[src/rtl/serial_tx.sv]
// serial_tx -- parallel-to-serial transmitter for the framed single-bit link.
//
// Accepts a WIDTH-bit word on a valid/ready handshake and sends it one bit per
// clock on o_sdata, with o_sframe marking every framed bit. Each frame is
// followed by one GAP cycle so the far-end deserializer always sees a frame
// gap of at least two cycles (GAP + the IDLE accept cycle).
//
// Optional feature: define SERIAL_TX_PARITY_EN to append one even-parity bit
// (XOR of all data bits) after the last data bit.
//
// Parameters:
//   WIDTH     data bits per frame (1..64)
//   MSB_FIRST 1 = bit WIDTH-1 sent first, 0 = bit 0 sent first
// Ports:
//   i_clk     clock, rising edge
//   i_rst_n   asynchronous active-low reset
//   i_data    word to send, sampled on accept
//   i_valid   i_data valid
//   o_ready   word can be accepted this cycle
//   o_sdata   serial data (0 whenever o_sframe is low)
//   o_sframe  high while o_sdata carries a frame bit
//   o_busy    high from the cycle after accept until back in IDLE
module serial_tx #(
  parameter int WIDTH     = 10,
  parameter bit MSB_FIRST = 1'b1
) (
  input  logic             i_clk,
  input  logic             i_rst_n,
  input  logic [WIDTH-1:0] i_data,
  input  logic             i_valid,
  output logic             o_ready,
  output logic             o_sdata,
  output logic             o_sframe,
  output logic             o_busy
);

  localparam int            CW   = $clog2(WIDTH + 1);
  localparam logic [CW-1:0] LAST = CW'(WIDTH - 1);

`ifdef SERIAL_TX_PARITY_EN
  typedef enum logic [1:0] {IDLE, SHIFT, PARITY, GAP} state_t;
`else
  typedef enum logic [1:0] {IDLE, SHIFT, GAP} state_t;
`endif

  state_t           state, state_nx;
  logic [WIDTH-1:0] shreg, shreg_nx;
  logic [CW-1:0]    cnt, cnt_nx;
  logic             sdata_nx, sframe_nx, busy_nx, ready_nx;
`ifdef SERIAL_TX_PARITY_EN
  logic             parity, parity_nx;
`endif

  // Bit c of the transmit order: the word is held static and the counter
  // selects the bit, which avoids a degenerate shifter when WIDTH == 1.
  function automatic logic pick(input logic [WIDTH-1:0] d, input logic [CW-1:0] c);
    logic [WIDTH-1:0] t;
    if (MSB_FIRST) begin
      t    = d << c;
      pick = t[WIDTH-1];
    end else begin
      t    = d >> c;
      pick = t[0];
    end
  endfunction

  // Outputs are registered, so they are computed here from the next state.
  always_comb begin
    state_nx  = state;
    shreg_nx  = shreg;
    cnt_nx    = cnt;
    sdata_nx  = 1'b0;
`ifdef SERIAL_TX_PARITY_EN
    parity_nx = parity;
`endif
    case (state)
      IDLE: begin
        if (i_valid && o_ready) begin
          state_nx  = SHIFT;
          shreg_nx  = i_data;
          cnt_nx    = '0;
          sdata_nx  = pick(i_data, '0);
`ifdef SERIAL_TX_PARITY_EN
          parity_nx = ^i_data;
`endif
        end
      end
      SHIFT: begin
        if (cnt == LAST) begin
`ifdef SERIAL_TX_PARITY_EN
          state_nx = PARITY;
          sdata_nx = parity;
`else
          state_nx = GAP;
`endif
        end else begin
          cnt_nx   = cnt + CW'(1);
          sdata_nx = pick(shreg, cnt + CW'(1));
        end
      end
`ifdef SERIAL_TX_PARITY_EN
      PARITY: state_nx = GAP;
`endif
      GAP:     state_nx = IDLE;
      default: state_nx = IDLE;
    endcase

`ifdef SERIAL_TX_PARITY_EN
    sframe_nx = (state_nx == SHIFT) || (state_nx == PARITY);
`else
    sframe_nx = (state_nx == SHIFT);
`endif
    busy_nx  = (state_nx != IDLE);
    ready_nx = (state_nx == IDLE);
  end

  always_ff @(posedge i_clk or negedge i_rst_n) begin
    if (!i_rst_n) begin
      state    <= IDLE;
      shreg    <= '0;
      cnt      <= '0;
      o_ready  <= 1'b1;
      o_sdata  <= 1'b0;
      o_sframe <= 1'b0;
      o_busy   <= 1'b0;
`ifdef SERIAL_TX_PARITY_EN
      parity   <= 1'b0;
`endif
    end else begin
      state    <= state_nx;
      shreg    <= shreg_nx;
      cnt      <= cnt_nx;
      o_ready  <= ready_nx;
      o_sdata  <= sdata_nx;
      o_sframe <= sframe_nx;
      o_busy   <= busy_nx;
`ifdef SERIAL_TX_PARITY_EN
      parity   <= parity_nx;
`endif
    end
  end

endmodule

[config.mk]
export PLATFORM = sky130hd
export DESIGN_NAME = serial_tx
export DESIGN_NICKNAME = d
export VERILOG_FILES = /design/src/rtl/serial_tx.sv
export SDC_FILE = /design/constraint.sdc
export NUM_CORES = 1
export LEC_CHECK = 0
export ABC_AREA = 1
export CORE_MARGIN = 2
export CORE_UTILIZATION = 50
export DETAILED_ROUTE_END_ITERATION = 16
export PLACE_DENSITY = 0.78
export SYNTH_ARGS = -nofsm -noshare
export SYNTH_HDL_FRONTEND = slang
export SYNTH_SLANG_ARGS = --single-unit
export TNS_END_PERCENT = 5
[constraint.sdc]
create_clock -name i_clk -period 1.6 [get_ports i_clk]
set_input_delay 0.32 -clock i_clk [delete_from_list [all_inputs] [get_ports i_clk]]
set_output_delay 0.32 -clock i_clk [all_outputs]
set_load 0.02 [all_outputs]
==> run metrics, run 1 <==
switching power between 0.0008 and 0.0009 W; antenna-violating nets left 0; clock-pin slew on the worst setup and hold paths around 110 ps; DRC Markers 0; placer's final routability congestion estimate between 0.7 and 0.8; Adder-Cell Fraction of Synth Area 0.0271; Rel. slew slack 0.818; Yosys cell types 19; vias approximately 700; Worst-Skew Late Latency 300 ps; critical path launch point type register; largest family of logic cells by synthesized area simple AND/OR/NAND/NOR gates; RSZ-0062 raised after global routing false; Req. time, crit path 1280 ps; Fmax 650 MHz; Final Core Density 0.664; diodes inserted 0; sequential share of power 0.392; Synth Area in XOR/XNOR 0.0379; Leakage 0.574 nW; CP top delay family buffers and inverters; dpl hpwl 1220 microns; Root Driver clkbuf_4; num rows 15; Area growth syn-to-layout 24.3%; worst vdd rail ir drop 0.879 mV; Vias/cell about 4.7; Max clock buf depth 2; setup_tns 0 ps; Worst Path Class, Setup register to output pin; Core Box Area 0.00173 sq mm; Tmin final 1540 ps; simple logic cell fraction of the synthesized area 0.218; clock power share 0.133; DRT iter0 DRCs 7; Post-Route WL between 1500 and 2000 microns; area of placed instances 0.00111 sq mm; Num CTS Buffers 3; vias in the first global route 657; Hold Crit Class input pin to asynchronous set/reset pin; worst-path fanout max 1; Hold Violations, Final 0; antenna violations before repair 0; commonest cells after routing, fill and taps aside 27 x nand2_1, 19 x dfrtp_1, 15 x inv_1; Worst Setup End Kind output pin; fin area 0.00115 sq mm; Total Routing Usage GR 0.186; share of cells above drive strength 1 0.105; first-pass GRT wire length 2810 microns; Detailed Routing Iterations Pass 1 4; CTS sink count 20; final setup violation count 0; Slew @ Worst Pin around 270 ps; Cell Pwr Density 1910 mW/mm^2; result of the run finished clean; io pins 17; post-synthesis cell count 104; worst path buffer plus inverter count 1; commonest non-fill, non-tap cell in the layout nand2_1; fin nets 140; multiplexer share of the synthesized area 0; Remaining Overflow, GRT 0; CTS tree done; clk_skew 4.66 ps; Critical Path Slowest Stage Cell clkdlybuf4s50_1; Netlist Area Pre-Place 923 sq um; die area approximately 0.0022 sq mm; die width around 47 microns; Post-Syn Nets about 120; Synth Register Bits 20; htree depth 1; Syn Area/Cell between 8 and 9 sq um; pin count of the biggest net entering global routing 21; Synth warnings 0; Final period util 0.961; Initial Util 0.535; Arrival @ worst endpoint 1220 ps; total of max-cap violations 0; Routed WL per cell 10.9 microns; WHS 345 ps; crit-path cells clkdlybuf4s50_1; Power Internal 0.00130 W; die height 47.0 microns; Comb pwr share 0.475; Compound-Gate Fraction of Synth Area 0.0772; Pins Over Slew Limit 0; sequential fraction of the synthesis area 0.543; sw frac 0.405; port buffer count 16; CP max stage delay 590 ps
cell usage after synthesis:
master	number	share of area
inv_1	15	0.061
dfrtp_1	19	0.51
nor2_1	6	0.024
nor3_1	1	0.0054
nand2_2	2	0.014
dfstp_2	1	0.028
a211oi_1	1	0.0081
xnor2_1	1	0.0095
nand2_1	27	0.11
nand3_1	8	0.043
xor2_1	3	0.028
nand3_2	2	0.022
o22ai_1	3	0.020
ha_1	2	0.027
inv_2	1	0.0041
buf_6	2	0.024
inv_4	1	0.0068
o21ai_0	8	0.043
o21ai_1	1	0.0054
metrics by stage:
stage,setup slack (ps),cells,power [W]
2_1_floorplan,315,104,0.00163
3_3_place_gp,176,145,0.00188
3_5_place_dp,172,145,0.00192
4_1_cts,33.7,149,0.00221
5_1_grt,11.2,149,0.00238
6_report,62.2,149,0.00219
flip-flops by register name (all words and copies together) (netlist names):
signal	count
o_sdata	1
o_sframe	1
shreg	10
state	2
cnt	4
o_busy	1
o_ready	1
per-layer routing:
| metal | vias to the layer above | routed length, microns | GRT usage |
|---|---|---|---|
| li1 | 367 | - | - |
| met1 | 319 | 762 | 0.245 |
| met2 | 15 | 779 | 0.296 |
| met3 | 2 | 69 | 0.0346 |
| met4 | 0 | 21 | 0.0889 |
| met5 | - | 0 | 0 |
logic make-up after synthesis:
group	after synthesis
AOI/OAI and AO/OA	13
buffers and inverters	19
DFF	20
and+or+nand+nor	46
adders and majority gates	2
xor gates and xnor gates	4
power groups by stage:
| stage | sequential, W | clock, W | combinational, W |
|---|---|---|---|
| 2_1_floorplan | 0.000911 | 0 | 0.000723 |
| 3_3_place_gp | 0.000859 | 0 | 0.00102 |
| 3_5_place_dp | 0.000870 | 0 | 0.00105 |
| 4_1_cts | 0.000861 | 0.000295 | 0.00105 |
| 5_1_grt | 0.000887 | 0.000318 | 0.00118 |
| 6_report | 0.000858 | 0.000290 | 0.00104 |
worst paths after layout:
| kind | startpoint | endpoint | slack (ps) | cells past startpoint |
|---|---|---|---|---|
| hold reg to reg | state[1] | state[1] | 480 | 1 |
| setup / recovery | o_sdata | o_sdata | 60 | 1 |
| hold / removal | i_rst_n | shreg[7] | 340 | 2 |
| setup reg to reg | cnt[1] | o_sdata | 160 | 8 |
| max in group asynchronous | i_rst_n | o_ready | 990 | 2 |
| min in group i_clk | state[1] | state[1] | 480 | 1 |
final cells by class:
class,count,area [sq um]
clock buffers,4,36.3
repair buffers,18,179
inverters,17,66.3
well taps,25,31.3
flip-flops and latches,20,502
fillers,161,579
multi-input cells,65,333
what timing repair did:
action / CTS / global route
buffers inserted: 0 / 0
resized for setup: 1 / 2
hold buffers: 0 / 0
endpoints found under the setup margin: 1 / 2
gates cloned: 0 / 0
Note: power is estimated with default switching activity, not from simulation.
==> inputs of run 2 (changes only) <==
CTS_CLUSTER_SIZE = 8   (was default)
==> results of run 2 <==
Final layout, timing and power as in run 1 (identical DEF).
==> inputs of run 3 (changes only) <==
HOLD_SLACK_MARGIN = 0.05   (was default)
==> results of run 3 <==
Final layout, timing and power as in run 1 (identical DEF).
